`config.mk`:
```
export PLATFORM = sky130hd
export DESIGN_NAME = de2_qsys_cpu_oci_dct_packer
export DESIGN_NICKNAME = d
export VERILOG_FILES = /design/src/rtl/de2_qsys_oci_dct_pkg.sv /design/src/rtl/de2_qsys_oci_dct_frame_reg.sv /design/src/rtl/de2_qsys_cpu_oci_dct_packer.sv
export SDC_FILE = /design/constraint.sdc
export NUM_CORES = 1
export LEC_CHECK = 0
export BUFFER_PORTS_ARGS = -buffer_cell sky130_fd_sc_hd__buf_2
export CAP_MARGIN = 20
export CORE_ASPECT_RATIO = 0.5
export CORE_MARGIN = 2
export CORE_UTILIZATION = 30
export DETAILED_ROUTE_END_ITERATION = 8
export GPL_TIMING_DRIVEN = 0
export PLACE_DENSITY_LB_ADDON = 0.2
export SLEW_MARGIN = 20
export SYNTH_ARGS = -nofsm -noshare
export SYNTH_HDL_FRONTEND = slang
export SYNTH_SLANG_ARGS = --single-unit
```
`constraint.sdc`:
```
create_clock -name clk -period 3.4 [get_ports clk]
set_input_delay 0.17 -clock clk [delete_from_list [all_inputs] [get_ports clk]]
set_output_delay 0.17 -clock clk [all_outputs]
set_load 0.005 [all_outputs]
```
`src/rtl/de2_qsys_oci_dct_pkg.sv`:
```
// Shared constants and state type for the OCI compressed-trace packer.
package de2_qsys_oci_dct_pkg;

  localparam int DCT_SYM_W = 2;
  localparam int DCT_DEPTH = 15;
  localparam int DCT_BUF_W = DCT_SYM_W * DCT_DEPTH;
  localparam int DCT_CNT_W = 4;

  typedef enum logic [0:0] {
    ST_FILL  = 1'b0,
    ST_FLUSH = 1'b1
  } dct_pack_state_t;

endpackage : de2_qsys_oci_dct_pkg

```
`src/rtl/de2_qsys_oci_dct_frame_reg.sv`:
```
// Output holding register for packed trace frames.
// Holds a frame stable while the consumer stalls and reports when it can
// accept a new frame on the coming edge.
module de2_qsys_oci_dct_frame_reg
  import de2_qsys_oci_dct_pkg::*;
#(
  parameter int BUF_W = DCT_BUF_W,
  parameter int CNT_W = DCT_CNT_W
) (
  input  logic             clk,
  input  logic             reset,
  input  logic             load_i,
  input  logic [BUF_W-1:0] buf_i,
  input  logic [CNT_W-1:0] cnt_i,
  input  logic             ready_i,
  output logic             valid_o,
  output logic [BUF_W-1:0] buf_o,
  output logic [CNT_W-1:0] cnt_o,
  output logic             free_o
);

  logic             valid_q, valid_d;
  logic [BUF_W-1:0] buf_q, buf_d;
  logic [CNT_W-1:0] cnt_q, cnt_d;

  // Free when empty, or when the current frame is taken on this edge.
  assign free_o = !valid_q || ready_i;

  // Next-state: load a new frame, retire a taken frame, or hold.
  always_comb begin
    valid_d = valid_q;
    buf_d   = buf_q;
    cnt_d   = cnt_q;
    if (load_i) begin
      valid_d = 1'b1;
      buf_d   = buf_i;
      cnt_d   = cnt_i;
    end else if (valid_q && ready_i) begin
      valid_d = 1'b0;
    end else begin
      valid_d = valid_q;
    end
  end

  // Frame register with synchronous reset.
  always_ff @(posedge clk) begin
    if (reset) begin
      valid_q <= 1'b0;
      buf_q   <= {BUF_W{1'b0}};
      cnt_q   <= {CNT_W{1'b0}};
    end else begin
      valid_q <= valid_d;
      buf_q   <= buf_d;
      cnt_q   <= cnt_d;
    end
  end

  assign valid_o = valid_q;
  assign buf_o   = buf_q;
  assign cnt_o   = cnt_q;

endmodule : de2_qsys_oci_dct_frame_reg

```
`src/rtl/de2_qsys_cpu_oci_dct_packer.sv`:
```
// Packs 2-bit compressed trace symbols into 30-bit frames (oldest symbol
// highest) and hands them downstream; a flush drains a partial frame.
module de2_qsys_cpu_oci_dct_packer
  import de2_qsys_oci_dct_pkg::*;
#(
  parameter int SYM_W = DCT_SYM_W,
  parameter int DEPTH = DCT_DEPTH,
  parameter int CNT_W = DCT_CNT_W
) (
  input  logic                   clk,
  input  logic                   reset,
  input  logic                   sym_valid,
  input  logic [SYM_W-1:0]       sym,
  output logic                   sym_ready,
  input  logic                   flush,
  output logic                   flush_done,
  output logic                   dct_valid,
  output logic [SYM_W*DEPTH-1:0] dct_buffer,
  output logic [CNT_W-1:0]       dct_count,
  input  logic                   dct_ready
);

  localparam int BUF_W = SYM_W * DEPTH;
  localparam logic [CNT_W-1:0] FULL_CNT = CNT_W'(DEPTH);
  localparam logic [CNT_W-1:0] ONE_CNT  = {{(CNT_W-1){1'b0}}, 1'b1};
  localparam logic [CNT_W-1:0] ZERO_CNT = {CNT_W{1'b0}};

  dct_pack_state_t  state_q, state_d;
  logic [BUF_W-1:0] acc_buf_q, acc_buf_d;
  logic [CNT_W-1:0] acc_cnt_q, acc_cnt_d;
  logic             flush_done_q, flush_done_d;
  logic             xfer_s;
  logic             accept_s;
  logic             ready_s;
  logic             out_free_s;

  de2_qsys_oci_dct_frame_reg #(
    .BUF_W (BUF_W),
    .CNT_W (CNT_W)
  ) u_frame_reg (
    .clk     (clk),
    .reset   (reset),
    .load_i  (xfer_s),
    .buf_i   (acc_buf_q),
    .cnt_i   (acc_cnt_q),
    .ready_i (dct_ready),
    .valid_o (dct_valid),
    .buf_o   (dct_buffer),
    .cnt_o   (dct_count),
    .free_o  (out_free_s)
  );

  // FSM next state, symbol acceptance, frame transfer and accumulator update.
  // ready_s never depends on sym_valid.
  always_comb begin
    state_d      = state_q;
    acc_buf_d    = acc_buf_q;
    acc_cnt_d    = acc_cnt_q;
    flush_done_d = 1'b0;
    xfer_s       = 1'b0;
    ready_s      = 1'b0;
    case (state_q)
      ST_FILL: begin
        ready_s = (acc_cnt_q < FULL_CNT) || out_free_s;
        xfer_s  = (acc_cnt_q == FULL_CNT) && out_free_s;
        if (flush) begin
          state_d = ST_FLUSH;
        end else begin
          state_d = ST_FILL;
        end
      end
      ST_FLUSH: begin
        ready_s = 1'b0;
        if (acc_cnt_q == ZERO_CNT) begin
          flush_done_d = 1'b1;
          state_d      = ST_FILL;
        end else if (out_free_s) begin
          xfer_s       = 1'b1;
          flush_done_d = 1'b1;
          state_d      = ST_FILL;
        end else begin
          state_d = ST_FLUSH;
        end
      end
      default: begin
        state_d = ST_FILL;
      end
    endcase

    accept_s = sym_valid && ready_s;

    // A transfer empties the accumulator; a symbol taken on the same edge
    // starts the next frame.
    if (xfer_s) begin
      if (accept_s) begin
        acc_buf_d = {{(BUF_W-SYM_W){1'b0}}, sym};
        acc_cnt_d = ONE_CNT;
      end else begin
        acc_buf_d = {BUF_W{1'b0}};
        acc_cnt_d = ZERO_CNT;
      end
    end else if (accept_s) begin
      acc_buf_d = {acc_buf_q[BUF_W-SYM_W-1:0], sym};
      acc_cnt_d = acc_cnt_q + ONE_CNT;
    end else begin
      acc_buf_d = acc_buf_q;
      acc_cnt_d = acc_cnt_q;
    end
  end

  // State, accumulator and flush-done pulse registers.
  always_ff @(posedge clk) begin
    if (reset) begin
      state_q      <= ST_FILL;
      acc_buf_q    <= {BUF_W{1'b0}};
      acc_cnt_q    <= ZERO_CNT;
      flush_done_q <= 1'b0;
    end else begin
      state_q      <= state_d;
      acc_buf_q    <= acc_buf_d;
      acc_cnt_q    <= acc_cnt_d;
      flush_done_q <= flush_done_d;
    end
  end

  assign sym_ready  = ready_s;
  assign flush_done = flush_done_q;

endmodule : de2_qsys_cpu_oci_dct_packer

```
==> results of run 1 <==
==> path summary, 6_finish.rpt <==
| check | slack, ps | depth (start not counted) | end | from |
|---|---|---|---|---|
| max reg2reg | 1270 | 7 | u_frame_reg.buf_o[5] | acc_cnt_q[0] |
| min | 80 | 3 | state_q | flush |
| max | 1270 | 7 | u_frame_reg.buf_o[5] | acc_cnt_q[0] |
| min reg2reg | 460 | 2 | acc_buf_q[29] | acc_buf_q[29] |
==> cell type report <==
| class | instances | area share [%] |
|---|---|---|
| clock buffer | 11 | 7.11 |
| multi-input combinational | 232 | 34.9 |
| inverter | 2 | 0.220 |
| buffer | 31 | 5.02 |
| tap | 117 | 4.29 |
| timing repair buffer | 42 | 6.16 |
| sequential | 71 | 41.6 |
| clock inverter | 4 | 0.660 |
==> registers in the layout, summed over array words and instances, names as in the netlist <==
register and count:
flush_done 1, state_q 1, u_frame_reg.cnt_o 4, u_frame_reg.valid_o 1, u_frame_reg.buf_o 30, acc_cnt_q 4
acc_buf_q 30
==> logic make-up after synthesis <==
group / share of synthesized area, %
AOI/OAI and AO/OA: 23.6
and+or+nand+nor: 17.9
DFF: 50.9
buffers and inverters: 6.41
adders and majority gates: 0.896
muxes: 0.358
==> Yosys cell counts, drive strengths merged <==
cell type / n / share of area [%]
a211o: 1 / 0.31
a211oi: 1 / 0.45
a21o: 2 / 0.81
a21oi: 69 / 13
a2bb2oi: 1 / 0.31
a31o: 1 / 0.31
a31oi: 2 / 0.67
and2: 1 / 0.31
and3: 2 / 0.45
buf: 21 / 4.8
clkbuf: 10 / 1.3
dfxtp: 71 / 51
ha: 2 / 0.90
inv: 2 / 0.27
mux2i: 1 / 0.36
nand2: 61 / 8.2
nand2b: 4 / 1.2
nand3: 36 / 6.5
nor2: 3 / 0.40
nor2b: 2 / 0.45
nor3: 1 / 0.18
nor3b: 1 / 0.27
o211ai: 3 / 0.81
o21a: 2 / 0.54
o21ai: 36 / 6.6
==> report_power, final <==
part           internal [W]  switching [W]  total, W
clock network      0.000505       0.000344  0.000849
logic             0.0000323      0.0000785  0.000111
registers          0.000838     0.00000597  0.000844
total               0.00138       0.000428   0.00180
==> metrics by stage <==
step,hold WS (ps),std cells,total power [W],area (um2)
2_1_floorplan,306,336,0.000938,2790
3_3_place_gp,413,495,0.000974,3150
3_5_place_dp,426,495,0.000973,3150
4_1_cts,75.7,510,0.00183,3410
5_1_grt,74.4,510,0.00188,3410
6_report,82.9,510,0.00180,3410
==> worst reg2reg max path: cells and delay by family (launching register included) <==
kind / cells / cell delay (ps)
buffers and inverters: 2 / 540
adders and majority gates: 1 / 250
DFF: 1 / 380
AOI/OAI and AO/OA: 3 / 730
and+or+nand+nor: 1 / 160
==> routing by layer <==
metal | part of all wire [%] | vias to the layer above
li1 | - | 1261
met1 | 53 | 1160
met2 | 41 | 51
met3 | 5.3 | 6
met4 | 0.76 | 0
met5 | 0 | -
==> flow_metrics.env, run 1 <==
export IMPL_met3_usage_pct=5.21
export IMPL_synth_seq_cells=71
export IMPL_wl_per_cell_um=13.9
export IMPL_hold_buffers=0
export IMPL_cts_setup_buffers=0
export IMPL_min_period_ps=2130
export IMPL_insertion_delay_ps=330
export IMPL_ys_seq_area_share_pct=50.9
export IMPL_layout_common_cells="71 x dfxtp_1, 66 x a21oi_1, 61 x nand2_1"
export IMPL_drc_errors=0
export IMPL_power_density_nw_per_um2=528
export IMPL_rsz0062_at_grt="false"
export IMPL_grt_pass1_vias=2441
export IMPL_cts_max_level=3
export IMPL_start_kind="flop"
export IMPL_grt_pass1_wl_mm=12.3
export IMPL_synthesis_area_um2=2790
export IMPL_busiest_layer="met2"
export IMPL_synth_cell_types=33
export IMPL_clock_skew_ps=7.63
export IMPL_endpoint_kind="flop"
export IMPL_utilization_pct=38.5
export IMPL_syn_inst=336
export IMPL_finalWeightedCongestion=0.742
export IMPL_antennaDiodeCount=0
export IMPL_cts_root_buf="clkbuf_16"
export IMPL_crit_arrival_ps=2380
export IMPL_drt_wl_total_mm=7.09
export IMPL_crit_chain="ha_1 > and2_4 > buf_6 > o21ai_2 > clkbuf_1 > o21ai_0 > a21oi_1"
export IMPL_vdd_ir_drop_max_mv=0.190
export IMPL_layout_area_seq_um2=1420
export IMPL_place_ws_ps=1300
export IMPL_io_buffers=42
export IMPL_grt_usage_pct=15.5
export IMPL_cts_buffers=9
export IMPL_synth_warnings=0
export IMPL_cts_tree="done"
export IMPL_use_met1_pct=21.6
export IMPL_clkTransAtPathRegs_ps=60
export IMPL_core_um2=8860
export IMPL_grtUsageMet2_pct=22.3
export IMPL_final_common_cell="dfxtp_1"
export IMPL_firstDrtPassIters=4
export IMPL_cp_top_family="compound AO/OA/AOI/OAI gates"
export IMPL_hold_class="in2reg"
export IMPL_path_buf_inv=2
export IMPL_hpwl_mm=4.74
export IMPL_grt_max_degree=12
export IMPL_ctsResizeCount=0
export IMPL_setup_ws_ps=1270
export IMPL_fillers=917
export IMPL_vias=2478
export IMPL_dieHeight_um=72.2
export IMPL_multi_input_area_um2=1190
export IMPL_antenna_found_initial=0
export IMPL_start_util_pct=31.5
export IMPL_tightest_slew_ps=588
export IMPL_cts_path_max_buffers=2
export IMPL_crit_path_max_fanout=10
export IMPL_final_max_slew_viol_count=0
export IMPL_setup_viol=0
export IMPL_die_area_um2=10100
export IMPL_p_leak_nw=1.26
export IMPL_viasPerCell=4.86
export IMPL_syn_to_final_growth_pct=22.3
export IMPL_overflow=0
export IMPL_critPathRequiredTime_ps=3650
export IMPL_outcome="finished clean"
export IMPL_chipWidth_um=140
export IMPL_nets=398
export IMPL_synth_nets=345
export IMPL_slowest_delay_ps=410
export IMPL_drt_iter0_drc=263
export IMPL_postRouteAntennaNets=0
export IMPL_path_class="reg2reg"
export IMPL_tns_ps=0
export IMPL_clock_sinks=71
export IMPL_finalHoldViolations=0
export IMPL_ios=44
export IMPL_drv_cap=0
export IMPL_drive_above_1_share_pct=21.1
export IMPL_row_count=24
export IMPL_max_slew_margin_rel_pct=60.8
export IMPL_period_share_pct=62.7
export IMPL_critical_path_slowest_cell="o21ai_2"
export IMPL_max_freq_ghz=0.469
export IMPL_avgSynthCellArea_um2=8.31
Power figures use the tool's default switching activity.
==> inputs of run 2 (changes only) <==
==> constraint.sdc (replaced) <==
create_clock -name clk -period 2.2 [get_ports clk]
set_input_delay 0.11 -clock clk [delete_from_list [all_inputs] [get_ports clk]]
set_output_delay 0.11 -clock clk [all_outputs]
set_load 0.005 [all_outputs]
==> run 2 against run 1 <==
  * Routed wire length grew 0.21%
  * Critical path depth is the same
  * Sequential share of layout area shrank 0.23 points
  * Clock power grew 55%
  * Global-route usage is the same
==> flow_metrics.env, run 2 (synthesis gave the netlist of run 1 again) <==
export IMPL_io_buffers=42
export IMPL_vias=2452
export IMPL_cts_buffers=9
export IMPL_syn_to_final_growth_pct=22.9
export IMPL_antennaDiodeCount=0
export IMPL_met3_usage_pct=5.21
export IMPL_cts_root_buf="clkbuf_16"
export IMPL_cts_max_level=3
export IMPL_tightest_slew_ps=595
export IMPL_vdd_ir_drop_max_mv=0.297
export IMPL_endpoint_kind="flop"
export IMPL_multi_input_area_um2=1210
export IMPL_outcome="finished clean"
export IMPL_layout_area_seq_um2=1420
export IMPL_drt_wl_total_mm=7.10
export IMPL_whs_path_depth=3
export IMPL_period_share_pct=89.3
export IMPL_power_density_nw_per_um2=814
export IMPL_max_freq_ghz=0.509
export IMPL_drt_iter0_drc=262
export IMPL_drc_errors=0
export IMPL_grt_max_degree=12
export IMPL_cts_path_max_buffers=2
export IMPL_finalWeightedCongestion=0.742
export IMPL_min_period_ps=1960
export IMPL_core_um2=8860
export IMPL_grtUsageMet2_pct=22.3
export IMPL_worstHoldEndpoint="state_q"
export IMPL_hold_start="flush"
export IMPL_reg2reg_to="u_frame_reg.cnt_o[2]"
export IMPL_insertion_delay_ps=330
export IMPL_p_leak_nw=1.28
export IMPL_drv_cap=0
export IMPL_busiest_layer="met2"
export IMPL_final_common_cell="dfxtp_1"
export IMPL_setup_viol=0
export IMPL_viasPerCell=4.81
export IMPL_clock_skew_ps=6.45
export IMPL_rr_startpoint="acc_cnt_q[0]"
export IMPL_dp_cells=495
export IMPL_grt_pass1_wl_mm=12.3
export IMPL_grt_usage_pct=15.5
export IMPL_grt_pass1_vias=2441
export IMPL_critPathRequiredTime_ps=2460
export IMPL_nets=398
export IMPL_row_count=24
export IMPL_path_class="reg2reg"
export IMPL_final_max_slew_viol_count=0
export IMPL_ios=44
export IMPL_finalHoldViolations=0
export IMPL_start_kind="flop"
export IMPL_rr_worst_depth=7
export IMPL_fillers=914
export IMPL_use_met1_pct=21.6
export IMPL_hpwl_mm=4.74
export IMPL_firstDrtPassIters=4
export IMPL_cts_tree="done"
export IMPL_place_ws_ps=103
export IMPL_wl_per_cell_um=13.9
export IMPL_layout_common_cells="71 x dfxtp_1, 66 x a21oi_1, 61 x nand2_1"
export IMPL_setup_ws_ps=236
export IMPL_antenna_found_initial=0
export IMPL_overflow=0
export IMPL_r2r_slack_ps=240
export IMPL_hold_buffers=0
export IMPL_crit_path_max_fanout=10
export IMPL_max_slew_margin_rel_pct=60.3
export IMPL_clock_sinks=71
export IMPL_postRouteAntennaNets=0
export IMPL_drive_above_1_share_pct=21.9
export IMPL_final_cells=510
export IMPL_die_area_um2=10100
export IMPL_tns_ps=0
export IMPL_dieHeight_um=72.2
export IMPL_start_util_pct=31.5
export IMPL_clkTransAtPathRegs_ps=60
export IMPL_chipWidth_um=140
export IMPL_crit_arrival_ps=2230
export IMPL_hold_class="in2reg"
export IMPL_rsz0062_at_grt="false"
## run 2: worst max-delay path by stage
stage	cells after the start	end	start	slack [ps]
2_1_floorplan	8	acc_cnt_q[2]	acc_cnt_q[0]	530
3_3_place_gp	7	u_frame_reg.buf_o[5]	acc_cnt_q[0]	120
3_5_place_dp	7	u_frame_reg.buf_o[5]	acc_cnt_q[0]	100
4_1_cts	7	u_frame_reg.buf_o[5]	acc_cnt_q[0]	80
5_1_grt	7	u_frame_reg.cnt_o[3]	acc_cnt_q[0]	30
6_report	7	u_frame_reg.cnt_o[2]	acc_cnt_q[0]	240
## run 2: critical path: stages, from the launching register on
cell	delay, ps
dfxtp_1	380
ha_1	260
and2_4	160
buf_6	130
o21ai_4	310
clkbuf_1	360
o21ai_0	140
a21oi_1	150
## run 2: power by group
part | switching, W | leakage, nW | internal, W
clock network | 0.000535 | 0.131 | 0.000781
registers | 0.00000983 | 0.573 | 0.00130
logic | 0.000123 | 0.571 | 0.0000519
## run 2: per-layer routing
metal | up-vias | wire, um
met5 | - | 0
met2 | 49 | 2910
met4 | 0 | 54
met3 | 6 | 366
li1 | 1260 | -
met1 | 1137 | 3770
## run 2: cell type report
class / instances / share of cell area, %
inverters: 2 / 0.219
multi-input cells: 232 / 35.2
well taps: 117 / 4.26
repair buffers: 42 / 6.12
plain buffers: 31 / 5.10
flip-flops and latches: 71 / 41.4
clock inverters: 4 / 0.656
clock buffers: 11 / 7.07
## run 2: stage by stage
step                hold slack [ps]  power (W)  utilization (%)  cell area (um2)
floorplan                       246    0.00145                -             2790
global placement                353    0.00151             35.6             3150
detailed placement              366    0.00150             35.6             3150
CTS                            15.7    0.00282             38.5             3410
global route                   14.4    0.00291             38.8             3430
finish                         21.9    0.00280             38.8             3430
## run 2: repair_timing
| action | CTS | global route |
|---|---|---|
| setup endpoints to repair | 0 | 30 |
| resized for setup | 0 | 8 |
| setup buffers | 0 | 0 |
==> inputs of run 3 (changes only) <==
--- a/config.mk
+++ b/config.mk
@@ -5,6 +5,7 @@
 export SDC_FILE = /design/constraint.sdc
 export NUM_CORES = 1
 export LEC_CHECK = 0
+export ABC_AREA = 1
 export BUFFER_PORTS_ARGS = -buffer_cell sky130_fd_sc_hd__buf_2
 export CAP_MARGIN = 20
 export CORE_ASPECT_RATIO = 0.5
==> run 3 against run 2 <==
  * Highest routed layer unchanged
  * Sequential share of layout area up 0.93 points
  * Routed wire length fell by 8.3%
  * Worst setup slack gained 300 ps
  * Critical endpoint is now u_frame_reg.buf_o[7]
  * Final cell count increased by 0.39%
  * Fmax rose by 18%
  * Design area down 2.2%
==> flow_metrics.env, run 3 <==
export IMPL_crit_chain="ha_1 > nand3_1 > nand2_1 > nand3_4 > clkbuf_1 > o21ai_0 > nor2_1"
export IMPL_clkTransAtPathRegs_ps=50
export IMPL_period_share_pct=75.8
export IMPL_path_buf_inv=1
export IMPL_drt_wl_total_mm=6.52
export IMPL_synth_edf_count=0
export IMPL_drc_errors=0
export IMPL_synth_seq_cells=71
export IMPL_setup_viol=0
export IMPL_slowest_delay_ps=410
export IMPL_row_count=24
export IMPL_r2r_slack_ps=530
export IMPL_rsz0062_at_grt="false"
export IMPL_final_cells=512
export IMPL_hold_class="in2reg"
export IMPL_cp_top_family="simple AND/OR/NAND/NOR gates"
export IMPL_ios=44
export IMPL_ys_flop_type="dfxtp_1"
export IMPL_avgSynthCellArea_um2=7.99
export IMPL_crit_end="u_frame_reg.buf_o[7]"
export IMPL_hpwl_mm=4.40
export IMPL_cts_root_buf="clkbuf_16"
export IMPL_insertion_delay_ps=330
export IMPL_cts_tree="done"
export IMPL_rr_worst_depth=7
export IMPL_cts_max_level=3
export IMPL_cts_setup_buffers=0
export IMPL_layout_common_cells="75 x nor2_1, 71 x dfxtp_1, 66 x nand3_1"
export IMPL_power_frac_comb_pct=10.7
export IMPL_overflow=0
export IMPL_grt_pass1_vias=2255
export IMPL_synthArstFlopShare_pct=0
export IMPL_synth_nets=346
export IMPL_power_frac_seq_pct=42.9
export IMPL_synthesis_area_um2=2690
export IMPL_vdd_ir_drop_max_mv=0.398
export IMPL_hold_start="sym[0]"
export IMPL_p_sw_w=0.000775
export IMPL_grt_usage_pct=14.6
export IMPL_yosysMostFrequentCell="nor2_1"
export IMPL_endpoint_kind="flop"
export IMPL_wl_per_cell_um=12.7
export IMPL_dp_cells=496
export IMPL_final_common_cell="nor2_1"
export IMPL_ctsResizeCount=0
export IMPL_tightest_slew_ps=544
export IMPL_nets=399
export IMPL_postRouteAntennaNets=0
export IMPL_io_buffers=42
export IMPL_crit_arrival_ps=1890
export IMPL_cts_buffers=9
export IMPL_p_leak_nw=1.35
export IMPL_routed_wl_met3_um=297
export IMPL_antennaDiodeCount=0
export IMPL_tns_ps=0
export IMPL_cts_path_max_buffers=2
export IMPL_cp_depth=7
export IMPL_die_area_um2=9790
export IMPL_crit_path_start="acc_cnt_q[0]"
export IMPL_viasPerCell=4.72
export IMPL_wl_met1_mm=3.36
export IMPL_critPathRequiredTime_ps=2420
export IMPL_finalWeightedCongestion=0.751
export IMPL_path_class="reg2reg"
export IMPL_synth_top_cell_by_area="dfxtp_1"
export IMPL_drt_iter0_drc=151
export IMPL_setup_ws_ps=533
export IMPL_antenna_found_initial=0
export IMPL_p_sw_share_pct=24.0
export IMPL_min_period_ps=1670
export IMPL_core_um2=8710
export IMPL_power_internal_w=0.00245
export IMPL_max_freq_ghz=0.600
export IMPL_grt_pass1_wl_mm=11.0
export IMPL_critical_path_slowest_cell="dfxtp_1"
export IMPL_start_util_pct=30.9
export IMPL_finalHoldViolations=0
export IMPL_firstDrtPassIters=4
export IMPL_final_max_slew_viol_count=0
export IMPL_drv_cap=0
export IMPL_power_density_nw_per_um2=960
export IMPL_hold_buffers=0
export IMPL_synth_top_area_share_pct=52.8
export IMPL_ys_top_cells_by_count="75 x nor2_1, 71 x dfxtp_1, 66 x nand3_1, 34 x a21oi_1, 29 x o21ai_0"
export IMPL_clock_skew_ps=3.06
export IMPL_grt_max_degree=12
export IMPL_start_kind="flop"
export IMPL_dieHeight_um=71.0
export IMPL_syn_inst=337
export IMPL_drive_above_1_share_pct=19.7
export IMPL_synth_area_leaders="dfxtp_1 53%, nand3_1 12%, nor2_1 10%, a21oi_1 6.3%, o21ai_0 5.4%"
export IMPL_crit_path_max_fanout=10
export IMPL_rr_startpoint="acc_cnt_q[0]"
export IMPL_syn_to_final_growth_pct=24.8
export IMPL_outcome="finished clean"
export IMPL_reg2reg_to="u_frame_reg.buf_o[7]"
export IMPL_synth_cell_types=20
export IMPL_chipWidth_um=138
export IMPL_top_layer_used="met4"
export IMPL_vias=2419
export IMPL_p_clk_share_pct=46.3
export IMPL_fillers=960
export IMPL_ys_seq_area_share_pct=52.8
export IMPL_place_ws_ps=561
export IMPL_synth_warnings=0
export IMPL_clock_sinks=71
export IMPL_max_slew_margin_rel_pct=63.7
export IMPL_wl_met2_mm=2.78
[run 3: cell count changes after synthesis, sizes merged, moves of 3 or more]
cell,change
nor2,+73
nand2,-50
a21oi,-35
nand3,+32
inv,+8
buf,-4
nand2b,-4
o211ai,-3
[run 3: layout make-up]
| type | count | area, um2 | area share, % |
|---|---|---|---|
| Timing Repair Buffer | 42 | 210 | 6.26 |
| Clock buffer | 13 | 270 | 8.05 |
| Clock inverter | 3 | 40.0 | 1.19 |
| Multi-Input combinational cell | 230 | 1090 | 32.3 |
| Tap cell | 117 | 146 | 4.36 |
| Sequential cell | 71 | 1420 | 42.3 |
| Buffer | 26 | 146 | 4.36 |
| Inverter | 10 | 37.5 | 1.12 |
[run 3: power groups by stage]
stage	combinational, W	clock [W]	sequential (W)
after global routing	0.000395	0.00158	0.00139
after global placement	0.000349	0	0.00141
after detailed placement	0.000350	0	0.00141
after floorplan	0.000216	0	0.00142
after CTS	0.000352	0.00153	0.00138
final	0.000346	0.00149	0.00138
[run 3: tightest hold or removal path: stages]
cell     delay, ps
buf_2          100
nand2_1         50
a21oi_1         50
[run 3: metrics by stage]
step           power, W  utilization [%]  hold WS, ps  instance area [um2]
6_report        0.00322             38.6         33.7                 3360
5_1_grt         0.00337             38.6         42.8                 3360
4_1_cts         0.00327             38.6         22.0                 3360
3_5_place_dp    0.00176             35.0          376                 3050
3_3_place_gp    0.00176             35.0          377                 3050
2_1_floorplan   0.00163                -          257                 2690
[run 3: logic make-up after synthesis]
kind of cell             share of synthesized area, %
AO/OA/AOI/OAI                                    13.4
XOR/XNOR                                        0.325
adder cells (fa/ha/maj)                         0.930
buffers and inverters                            6.83
flip-flops                                       52.8
AND/OR/NAND/NOR                                  25.7
[run 3: how the worst min path moves through the flow]
stage / endpoint / slack, ps / cells after the start
3_5_place_dp: acc_buf_q[0] / 380 / 3
3_3_place_gp: acc_buf_q[0] / 380 / 3
2_1_floorplan: acc_buf_q[0] / 260 / 2
4_1_cts: acc_buf_q[0] / 20 / 3
5_1_grt: acc_buf_q[0] / 40 / 3
6_report: acc_buf_q[0] / 30 / 3
[run 3: layer usage]
metal	vias up	GRT usage [%]
met5	-	0
met4	0	5.44
met3	6	6.02
met2	35	21.6
met1	1139	19.2
li1	1239	-
